==> config.mk <==
export PLATFORM = sky130hd
export DESIGN_NAME = tree_loader
export DESIGN_NICKNAME = d
export VERILOG_FILES = /design/src/rtl/tree_pkg.sv /design/src/rtl/tree_loader.sv
export SDC_FILE = /design/constraint.sdc
export NUM_CORES = 1
export LEC_CHECK = 0
export ABC_AREA = 1
export BUFFER_PORTS_ARGS = -buffer_cell sky130_fd_sc_hd__buf_4
export CORE_MARGIN = 2
export CORE_UTILIZATION = 40
export CTS_CLUSTER_SIZE = 40
export DETAILED_ROUTE_END_ITERATION = 12
export PLACE_DENSITY = 0.63
export SYNTH_ARGS = -nofsm -noshare
export SYNTH_HDL_FRONTEND = slang
export SYNTH_SLANG_ARGS = --single-unit
==> constraint.sdc <==
create_clock -name clk -period 4.5 [get_ports clk]
set_clock_uncertainty 0.15 [all_clocks]
set_input_delay 0 -clock clk [delete_from_list [all_inputs] [get_ports clk]]
set_output_delay 0 -clock clk [all_outputs]
set_load 0.05 [all_outputs]
==> src/rtl/tree_pkg.sv <==
// Shared definitions for the tree memory loader: FSM encoding and
// derivation of the node-word count from the address width.
package tree_pkg;

    typedef logic [1:0] state_t;

    localparam state_t ST_IDLE   = 2'd0;
    localparam state_t ST_LOAD   = 2'd1;
    localparam state_t ST_VERIFY = 2'd2;
    localparam state_t ST_DONE   = 2'd3;

    function automatic int unsigned tree_depth(input int unsigned level);
        return 32'd1 << level;
    endfunction

endpackage

==> src/rtl/tree_loader.sv <==
// Streams DEPTH node words into the tree memory write port, then reads the
// memory back and compares an XOR checksum of the readback with the load.
//
// state  | meaning
// IDLE   | waiting for start after reset
// LOAD   | accepting node words, one write per beat
// VERIFY | sweeping the read port, folding readback into the checksum
// DONE   | result held on pass, waiting for the next start
module tree_loader
    import tree_pkg::*;
#(
    parameter int LEVEL      = 4,
    parameter int DATA_WIDTH = 16
) (
    input  logic                  clk,
    input  logic                  rst,
    input  logic                  start,
    input  logic                  in_valid,
    input  logic [DATA_WIDTH-1:0] in_data,
    output logic                  in_ready,
    output logic                  bram_wen,
    output logic [LEVEL-1:0]      bram_addrW,
    output logic [DATA_WIDTH-1:0] bram_din,
    output logic [LEVEL-1:0]      bram_addrR,
    input  logic [DATA_WIDTH-1:0] bram_dout,
    output logic                  busy,
    output logic                  done,
    output logic                  pass
);

    localparam int unsigned      DEPTH       = tree_depth(LEVEL);
    localparam logic [LEVEL-1:0] LAST_ADDR   = '1;
    localparam logic [LEVEL:0]   VERIFY_LAST = (LEVEL+1)'(DEPTH);

    state_t                state;
    logic [LEVEL-1:0]      wr_cnt;
    logic [LEVEL:0]        vf_cnt;
    logic [DATA_WIDTH-1:0] ld_sum;
    logic [DATA_WIDTH-1:0] vf_sum;
    logic                  pass_r;
    logic                  beat;
    logic                  start_ok;

    assign in_ready = (state == ST_LOAD);
    assign beat     = in_ready & in_valid;
    assign start_ok = start & ((state == ST_IDLE) | (state == ST_DONE));

    assign bram_wen   = beat;
    assign bram_addrW = wr_cnt;
    assign bram_din   = beat ? in_data : '0;
    // vf_cnt[LEVEL] is only set on the final VERIFY cycle, after the last address
    assign bram_addrR = ((state == ST_VERIFY) && !vf_cnt[LEVEL]) ? vf_cnt[LEVEL-1:0] : '0;

    assign busy = (state == ST_LOAD) | (state == ST_VERIFY);
    assign done = (state == ST_DONE);
    assign pass = pass_r;

    always_ff @(posedge clk or negedge rst) begin
        if (!rst) begin
            state  <= ST_IDLE;
            wr_cnt <= '0;
            vf_cnt <= '0;
            ld_sum <= '0;
            vf_sum <= '0;
            pass_r <= 1'b0;
        end else begin
            case (state)
                ST_IDLE, ST_DONE: begin
                    if (start_ok) begin
                        state  <= ST_LOAD;
                        wr_cnt <= '0;
                        vf_cnt <= '0;
                        ld_sum <= '0;
                        vf_sum <= '0;
                        pass_r <= 1'b0;
                    end
                end
                ST_LOAD: begin
                    if (beat) begin
                        ld_sum <= ld_sum ^ in_data;
                        wr_cnt <= wr_cnt + 1'b1;
                        if (wr_cnt == LAST_ADDR) begin
                            state  <= ST_VERIFY;
                            vf_cnt <= '0;
                        end
                    end
                end
                ST_VERIFY: begin
                    vf_cnt <= vf_cnt + 1'b1;
                    // read data lags its address by one cycle, so cycle 0 has nothing to fold
                    if (vf_cnt != '0) begin
                        vf_sum <= vf_sum ^ bram_dout;
                    end
                    if (vf_cnt == VERIFY_LAST) begin
                        state  <= ST_DONE;
                        pass_r <= ((vf_sum ^ bram_dout) == ld_sum);
                    end
                end
                default: state <= ST_IDLE;
            endcase
        end
    end

endmodule

# [Yosys cells after proc, flatten, opt, wreduce, memory -nomap -nowiden]
# Index checks and enable logic that the tools add are counted.
[totals] reg_bits=44 input_bits=36 output_inout_bits=29 word_cells=59
[classes] addsub=2 n_eq_ne=11 n_mux=22 bitwise_logic=6 reduce_logical=12
[ops] op="two-way mux 16 bit" count=4
[ops] op="case mux 16 bit (2 select lines)" count=2
[ops] op="XOR 16 bit" count=2
[ops] op="== test 16 bit" count=1
[ops] op="two-way mux 5 bit" count=3
[ops] op="case mux 5 bit (3 select lines)" count=1
[ops] op="two-way mux 4 bit" count=3
[ops] op="AND reduction 3 bit" count=4
[ops] op="two-way mux 2 bit" count=4
[ops] op="inequality test 2 x 1 -> 1 bit, second input constant" count=4
[ops] op="case mux 4 bit (2 select lines)" count=1
[ops] op="case mux 2 bit (3 select lines)" count=1
[ops] op="adder 5 x 1 -> 5 bit, second input constant" count=1
[ops] op="== test 5 bit, second input constant" count=1
[ops] op="nonzero test 5 bit" count=1
[ops] op="adder 4 x 1 -> 4 bit, second input constant" count=1
[ops] op="== test 2 bit, second input constant" count=2
[ops] op="== test 4 bit, second input constant" count=1
[ops] op="AND reduction 4 bit" count=1
[ops] op="nonzero test 2 bit" count=2
[ops] op="AND 1 bit" count=2
[ops] op="== test 2 x 1 -> 1 bit, second input constant" count=1
[ops] op="zero test 2 bit" count=1
[ops] op="two-way mux 1 bit" count=2
[ops] op="other kinds (6)" count=7

# [Logic depth before layout (Yosys ltp)]
# Gate-level depths: netlist of run 1.
[logic_depth] depth_word=5 mapped_depth=10 depth_no_buf=10

# [Least setup slack after synthesis of run 1]
# OpenSTA, ideal clock, no wires.
[synth_path] path_type="register -> output" start="register state[1]" end="output port bram_din[10]" arrival_time_ns=2.171 required_time_ns=4.350 path_slack_ns=2.179 stages_incl_launch_ff=6 path_buffers=1 cell_sequence="dfrtp_1 inv_1 ha_1 nand2_1 clkbuf_1 nor2_1"
[synth_via] elab_chain_len=3
[synth_lines] element="from (decl)" line="tree_loader.sv:35" source="state_t state;"
[synth_lines] element="from (signal assigned)" line="tree_loader.sv:60" source="state <= ST_IDLE;"
[synth_lines] element="from (signal assigned)" line="tree_loader.sv:70" source="state <= ST_LOAD;"
[synth_lines] element="from (signal assigned)" line="tree_loader.sv:83" source="state <= ST_VERIFY;"
[synth_lines] element="== test 2 x 1 -> 1 bit" line="tree_loader.sv:44" source="assign in_ready = (state == ST_LOAD);"
[synth_lines] element="named net in_ready" line="tree_loader.sv:20" source="output logic in_ready,"
[synth_lines] element="AND 1 bit" line="tree_loader.sv:45" source="assign beat = in_ready & in_valid;"
[synth_lines] element="two-way mux 16 bit" line="tree_loader.sv:50" source="assign bram_din = beat ? in_data : '0;"
[synth_lines] element="to (decl)" line="tree_loader.sv:23" source="output logic [DATA_WIDTH-1:0] bram_din,"
# The timed path passes the listed nets, and every way through them passes these cells.

# [Final worst setup path of run 1]
[layout_path] start="register state[0]" end="register wr_cnt[3], in the netlist bram_addrW[3]"
[layout_via] elab_chain_len=5 word_cells_on_any_way=12 cone_classes="eq/ne (4); mux (1); bitwise (3); reduce/logical (4)"
[layout_lines] element="== test 2 bit or zero test 2 bit (tied branches)" line="tree_loader.sv:46, tree_loader.sv:67"
[layout_lines] element="bitwise OR 1 bit" line="tree_loader.sv:46" source="assign start_ok = start & ((state == ST_IDLE) | (state == ST_DONE));"
[layout_lines] element="AND 1 bit" line="tree_loader.sv:46"
[layout_lines] element="inequality test 2 bit (no line)"
[layout_lines] element="AND reduction 3 bit (no line)"
[layout_lines] element="to (signal assigned)" line="tree_loader.sv:81" source="wr_cnt <= wr_cnt + 1'b1;"
[layout_lines] element="to (decl)" line="tree_loader.sv:36" source="logic [LEVEL-1:0] wr_cnt;"
# Parallel ways exist; a longest one is shown, timed or not.
# A chain may end at the register's enable or synchronous reset.

==> flow_summary_export.csv, run 1 <==
group,metric,value,unit
pwr,pwr-share-clk,10.2,%
die,num_io_pins,65,
logic_synthesis,synth.top_cells.by_count,"123 x nand2_1, 79 x inv_1, 44 x dfrtp_1",
placed_design,port_buffers,64,
global_routing,grt_pass1_vias,2689,
die,die_w,87.91,um
logic_synthesis,synth_top_area_share,39.09,%
flow_run,maxCapViolations,0,
worst_hold_path,hold_class,"in2async",
final_layout,syn_to_final_growth,34.16,%
critical_path,crit_type,"reg2reg",
die,die_area,7728,sq um
final_layout,final_nets,556,
sta,rsz0062_at_grt,"no",
final_layout,fill_cells,640,
logic_synthesis,synth_top_cell_by_area,"dfrtp_1",
placed_design,placed_cells,568,
sta,setup_viol,0,
critical_path,path_max_fanout,37,
logic_synthesis,syn_area_per_cell,6.754,sq um
cts,cts_tree,"built",
die,rows,30,
global_routing,gr-total-overflow,0,
pwr,seqPwrFrac,28.1,%
pwr,leakage,2.050,nW
sta,fin_setup_tns,0,ps
global_routing,grt_start_max_net_pins,45,
critical_path,required,4540,ps
logic_synthesis,seq_area_frac_synth,39.09,%
logic_synthesis,ys.warnings.count,0,
sta,worst_pin_slew,937.0,ps
routing,dr.first_iter.drc_count,175,
pwr,power_density,620.7,nW/um^2
sta,maxSlewViolCount,0,
logic_synthesis,synth_area,2816,sq um
routing,wirelength,7046,um
sta,finalHoldViolCount,0,
routing,vias,2827,
routing,drc,0,
final_layout,fin_cells,609,
sta,min_period_over_period,57.68,%
logic_synthesis,syn_nets,460,
cts,post_cts_resized,0,
routing,vias_per_cell,4.642,
logic_synthesis,synthTopCellsByArea,"dfrtp_1 39%, nand2_1 16%, inv_1 11%",
critical_path,arrival,2630,ps
logic_synthesis,async_reset_ff_share,100.0,%
global_routing,grtUsageTotal,19.83,%
cts,htreeDepth,2,
routing,ant_nets,0,
logic_synthesis,synthCells,417,
pwr,ir_drop,710.2,uV
final_layout,diodes,0,
cts,clkSlewWorstSetupHoldPaths,80,ps
logic_synthesis,synth_enable_flop_cells,0,
die,initial_core_util,41.45,%
routing,drtPass1Iterations,7,
run_status,status,"completed",
pwr,p_total,2.345,mW
logic_synthesis,ys_types,27,
cts,cts-root-buf,"clkbuf_8",
logic_synthesis,synth_flop_cell,"dfrtp_1",
routing,wl_per_cell,11.57,um
global_routing,grt_first_pass_wirelength,12010,um
pwr,sw_frac_of_total,52.74,%
critical_path,cp-end-kind,"flip-flop",
logic_synthesis,ys_seq_elements,44,
cts,clock-sinks,44,
cts,cts-buffers-inserted,5,
logic_synthesis,yosysMostFrequentCell,"nand2_1",
sta,fmax,385.2,MHz
sta,finalCriticalPeriod,2596,ps
placed_design,gp_congestion,0.7935,
die,die_h,87.91,um
sta,slew_headroom,37.39,%
placed_design,hpwl,4741,um
pwr,power_switching,1.237,mW
die,design.core.area,6794,sq um
pwr,combPwrFrac,61.8,%
cts,clk_path_buf_depth,2,
cts,clock_latency,300,ps
cts,post_cts_buffers,0,
pwr,intPower,1.109,mW
critical_path,worstSetupStartpointType,"flip-flop",
global_routing,antenna_found_initial,0,
final_layout,layout-drive-gt1-share,15.59,%
-- cell usage in the layout (no fill, tap or decap) --
cell type / instances
inv_2: 3
buf_4: 65
clkinv_2: 1
nor2_1: 37
a31oi_4: 1
a32o_1: 1
nand3_1: 43
inv_1: 79
ha_1: 7
o21ai_0: 22
nand4_1: 10
nor3b_1: 2
nor3_1: 2
dlygate4sd3_1: 34
dfrtp_1: 44
nand2_4: 1
nand2_2: 2
xnor2_1: 3
clkbuf_1: 1
xor2_1: 2
and3_1: 1
clkbuf_8: 5
a21oi_1: 21
o21ai_1: 1
nand2_1: 123
a21oi_4: 1
mux2_2: 1
-- cell type report --
| type | count | area, sq um | area share (%) |
|---|---|---|---|
| clock inverters | 1 | 5.005 | 0.1325 |
| flip-flops and latches | 44 | 1101 | 29.14 |
| clock buffers | 6 | 72.57 | 1.921 |
| well taps | 96 | 120.1 | 3.179 |
| multi-input cells | 281 | 1344 | 35.56 |
| repair buffers | 99 | 828.3 | 21.92 |
| inverters | 82 | 307.8 | 8.146 |
-- through the flow --
step	hold WS, ps	setup WS (ps)	utilization, %	area, sq um
after floorplan	-445.6	2179	-	2816
after global placement	-103.0	1919	49.47	3361
after detailed placement	-101.2	1896	49.47	3361
after CTS	115.6	1879	55.62	3779
after global routing	151.7	1706	55.62	3779
final	101.2	1904	55.62	3779
-- flip-flops by register name (all words and copies together), names as in the netlist --
signal	cells
bram_addrW	4
ld_sum	16
pass	1
state	2
vf_cnt	5
vf_sum	16
-- worst paths after layout --
check,end,slack [ps],depth (start not counted),startpoint
worst max-delay path,bram_addrW[3],1900,7,state[0]
worst min-delay path,vf_sum[3],100,2,rst
worst max register to register,bram_addrW[3],1900,7,state[0]
worst min register to register,pass,370,2,pass
max in group asynchronous,vf_sum[14],3710,2,rst
min in group clk,ld_sum[6],180,7,in_valid
-- power groups by stage --
| stage | logic (mW) | clock network [mW] | registers, mW |
|---|---|---|---|
| global route | 1.64 | 0.266 | 0.678 |
| detailed placement | 1.44 | 0 | 0.662 |
| floorplan | 1.12 | 0 | 0.682 |
| global placement | 1.41 | 0 | 0.659 |
| finish | 1.45 | 0.238 | 0.658 |
| CTS | 1.47 | 0.250 | 0.657 |
-- critical path, cell delays in order, from the launching register on --
cell	delay (ps)
dfrtp_1	420
inv_1	60
ha_1	340
nand2_2	130
nand2_2	80
a21oi_4	710
nand2_4	300
and3_1	290
-- per-layer routing --
layer	vias to the layer above	track usage, %	part of all wire [%]
met5	-	0	0
met4	0	4.755	0.95
met1	1280	24.41	46
met3	5	4.618	3.9
met2	65	35.12	50
li1	1477	-	-
-- what timing repair did --
item / CTS / global route
endpoints found under the setup margin: 0 / 0
hold endpoints to repair: 78 / 0
hold buffers: 34 / 0
-- cell families (layout without fill, tap and decap cells) --
family | Yosys count | after routing | synth area share [%]
buffers and inverters | 92 | 188 | 13.19
AOI/OAI and AO/OA | 47 | 47 | 9.507
xor gates and xnor gates | 5 | 5 | 1.555
DFF | 44 | 44 | 39.09
muxes | 1 | 1 | 0.3998
and+or+nand+nor | 221 | 221 | 33.14
adders and majority gates | 7 | 7 | 3.110
(Power assumes the default switching activity.)
==> run 2: changes to the inputs <==
==> constraint.sdc (replaced) <==
create_clock -name clk -period 2.5 [get_ports clk]
set_clock_uncertainty 0.15 [all_clocks]
set_input_delay 0 -clock clk [delete_from_list [all_inputs] [get_ports clk]]
set_output_delay 0 -clock clk [all_outputs]
set_load 0.05 [all_outputs]
==> flow_summary_export.csv, run 2 (synthesis results as in run 1) <==
group,metric,value,unit
sta,maxSlewViolCount,0,
critical_path,cp-end-kind,"flip-flop",
critical_path,r2r_slack,280,ps
cts,hold_buffers,33,
die,rows,30,
cts,clock_latency,290,ps
die,initial_core_util,41.45,%
pwr,ir_drop,1041,uV
sta,fmax,450.1,MHz
critical_path,crit_type,"reg2reg",
routing,wl_per_cell,11.38,um
critical_path,path_max_fanout,17,
sta,whs,11.33,ps
final_layout,final_cell_mix,"123 x nand2_1, 79 x inv_1, 68 x buf_4",
sta,fin_setup_tns,0,ps
final_layout,syn_to_final_growth,35.76,%
routing,wirelength,6979,um
global_routing,grtUsageTotal,19.13,%
sta,setup_viol,0,
cts,cts_tree,"built",
cts,clock-sinks,44,
final_layout,layout_commonest_cell,"nand2_1",
routing,ant_nets,0,
sta,min_period_over_period,88.86,%
global_routing,grt_first_pass_wirelength,11630,um
critical_path,arrival,2250,ps
routing,vias_per_cell,4.553,
die,num_io_pins,65,
worst_hold_path,hold_class,"in2reg",
critical_path,cp-endpoint,"bram_addrW[3]",
sta,finalHoldViolCount,0,
flow_run,maxCapViolations,0,
pwr,power_density,1149,nW/um^2
die,die_w,87.91,um
placed_design,hpwl,4906,um
cts,clk_path_buf_depth,2,
placed_design,port_buffers,64,
sta,rsz0062_at_grt,"no",
routing,vias,2791,
final_layout,layout-drive-gt1-share,16.25,%
final_layout,final_nets,559,
critical_path,worstSetupStartpointType,"flip-flop",
cts,htreeDepth,2,
critical_path,critical_path.startpoint,"state[0]",
global_routing,gr-total-overflow,0,
final_layout,fin_cells,613,
sta,slew_headroom,61.23,%
die,die_area,7728,sq um
placed_design,gp_congestion,0.7983,
sta,worst_pin_slew,581.5,ps
placed_design,placed_cells,572,
cts,post_cts_resized,0,
run_status,status,"completed",
routing,dr.first_iter.drc_count,125,
routing,drc,0,
global_routing,grt_pass1_vias,2614,
cts,clkSlewWorstSetupHoldPaths,90,ps
routing,drtPass1Iterations,4,
critical_path,required,2530,ps
cts,cts-root-buf,"clkbuf_8",
critical_path,rr_worst_depth,7,
die,die_h,87.91,um
global_routing,antenna_found_initial,0,
pwr,leakage,2.074,nW
cts,post_cts_buffers,0,
die,design.core.area,6794,sq um
final_layout,reg.largest.list,"ld_sum (16), vf_sum (16), vf_cnt (5)",
final_layout,diodes,0,
sta,finalCriticalPeriod,2222,ps
global_routing,grt_start_max_net_pins,45,
critical_path,r2r_start,"state[0]",
cts,cts-buffers-inserted,5,
critical_path,r2r-end,"bram_addrW[3]",
run 2: cell count changes in the layout (fill, tap and decap cells not counted):
cell	delta
clkbuf_1	+1
clkbuf_8	+1
buf_4	+3
buf_12	+1
clkinv_2	-1
dlygate4sd3_1	-1
run 2: metrics by stage:
step / total power, mW / util, % / worst slack (ps) / cell area [sq um]
after floorplan: 3.247 / - / 178.9 / 2816
after global placement: 3.839 / 50.09 / 378.0 / 3403
after detailed placement: 3.910 / 50.09 / 291.5 / 3403
after CTS: 4.433 / 56.28 / 265.7 / 3824
after global routing: 4.830 / 56.28 / 89.72 / 3824
final: 4.394 / 56.28 / 278.4 / 3824
run 2: worst min-delay path by stage:
| stage | from | end | slack [ps] | cells past startpoint |
|---|---|---|---|---|
| after global routing | bram_dout[12] | vf_sum[12] | 60 | 4 |
| after floorplan | rst | bram_addrW[0] | -450 | 0 |
| final | bram_dout[12] | vf_sum[12] | 10 | 4 |
| after detailed placement | rst | vf_sum[2] | -100 | 1 |
| after global placement | rst | vf_sum[2] | -100 | 1 |
| after CTS | bram_dout[12] | vf_sum[12] | 2 | 4 |
run 2: power breakdown:
part	internal, mW	switching [mW]	total [mW]
clock	0.226	0.241	0.467
combinational	0.922	1.82	2.74
sequential	0.989	0.197	1.19
run 2: final cells by class:
cell class	instances	area [sq um]
fillers	631	2970
well taps	96	120.1
flip-flops and latches	44	1101
inverters	82	307.8
multi-input cells	281	1344
clock buffers	8	90.09
repair buffers	102	860.8
run 2: worst max-delay path, cell delays in order, from the launching register on:
cell	delay (ps)
dfrtp_1	420
inv_1	70
ha_1	340
nand2_2	120
nand2_2	80
a21oi_4	430
nand2_4	250
and3_1	250
run 2: metal layers:
layer  up-vias  track usage (%)  part of all wire (%)  routed length (um)
met5         -                0                     0                   0
met4         0            3.636                  0.47                  33
met3         2            2.828                   3.9                 275
met2        56            34.50                    48                3355
met1      1244            24.42                    47                3315
li1       1489                -                     -                   -
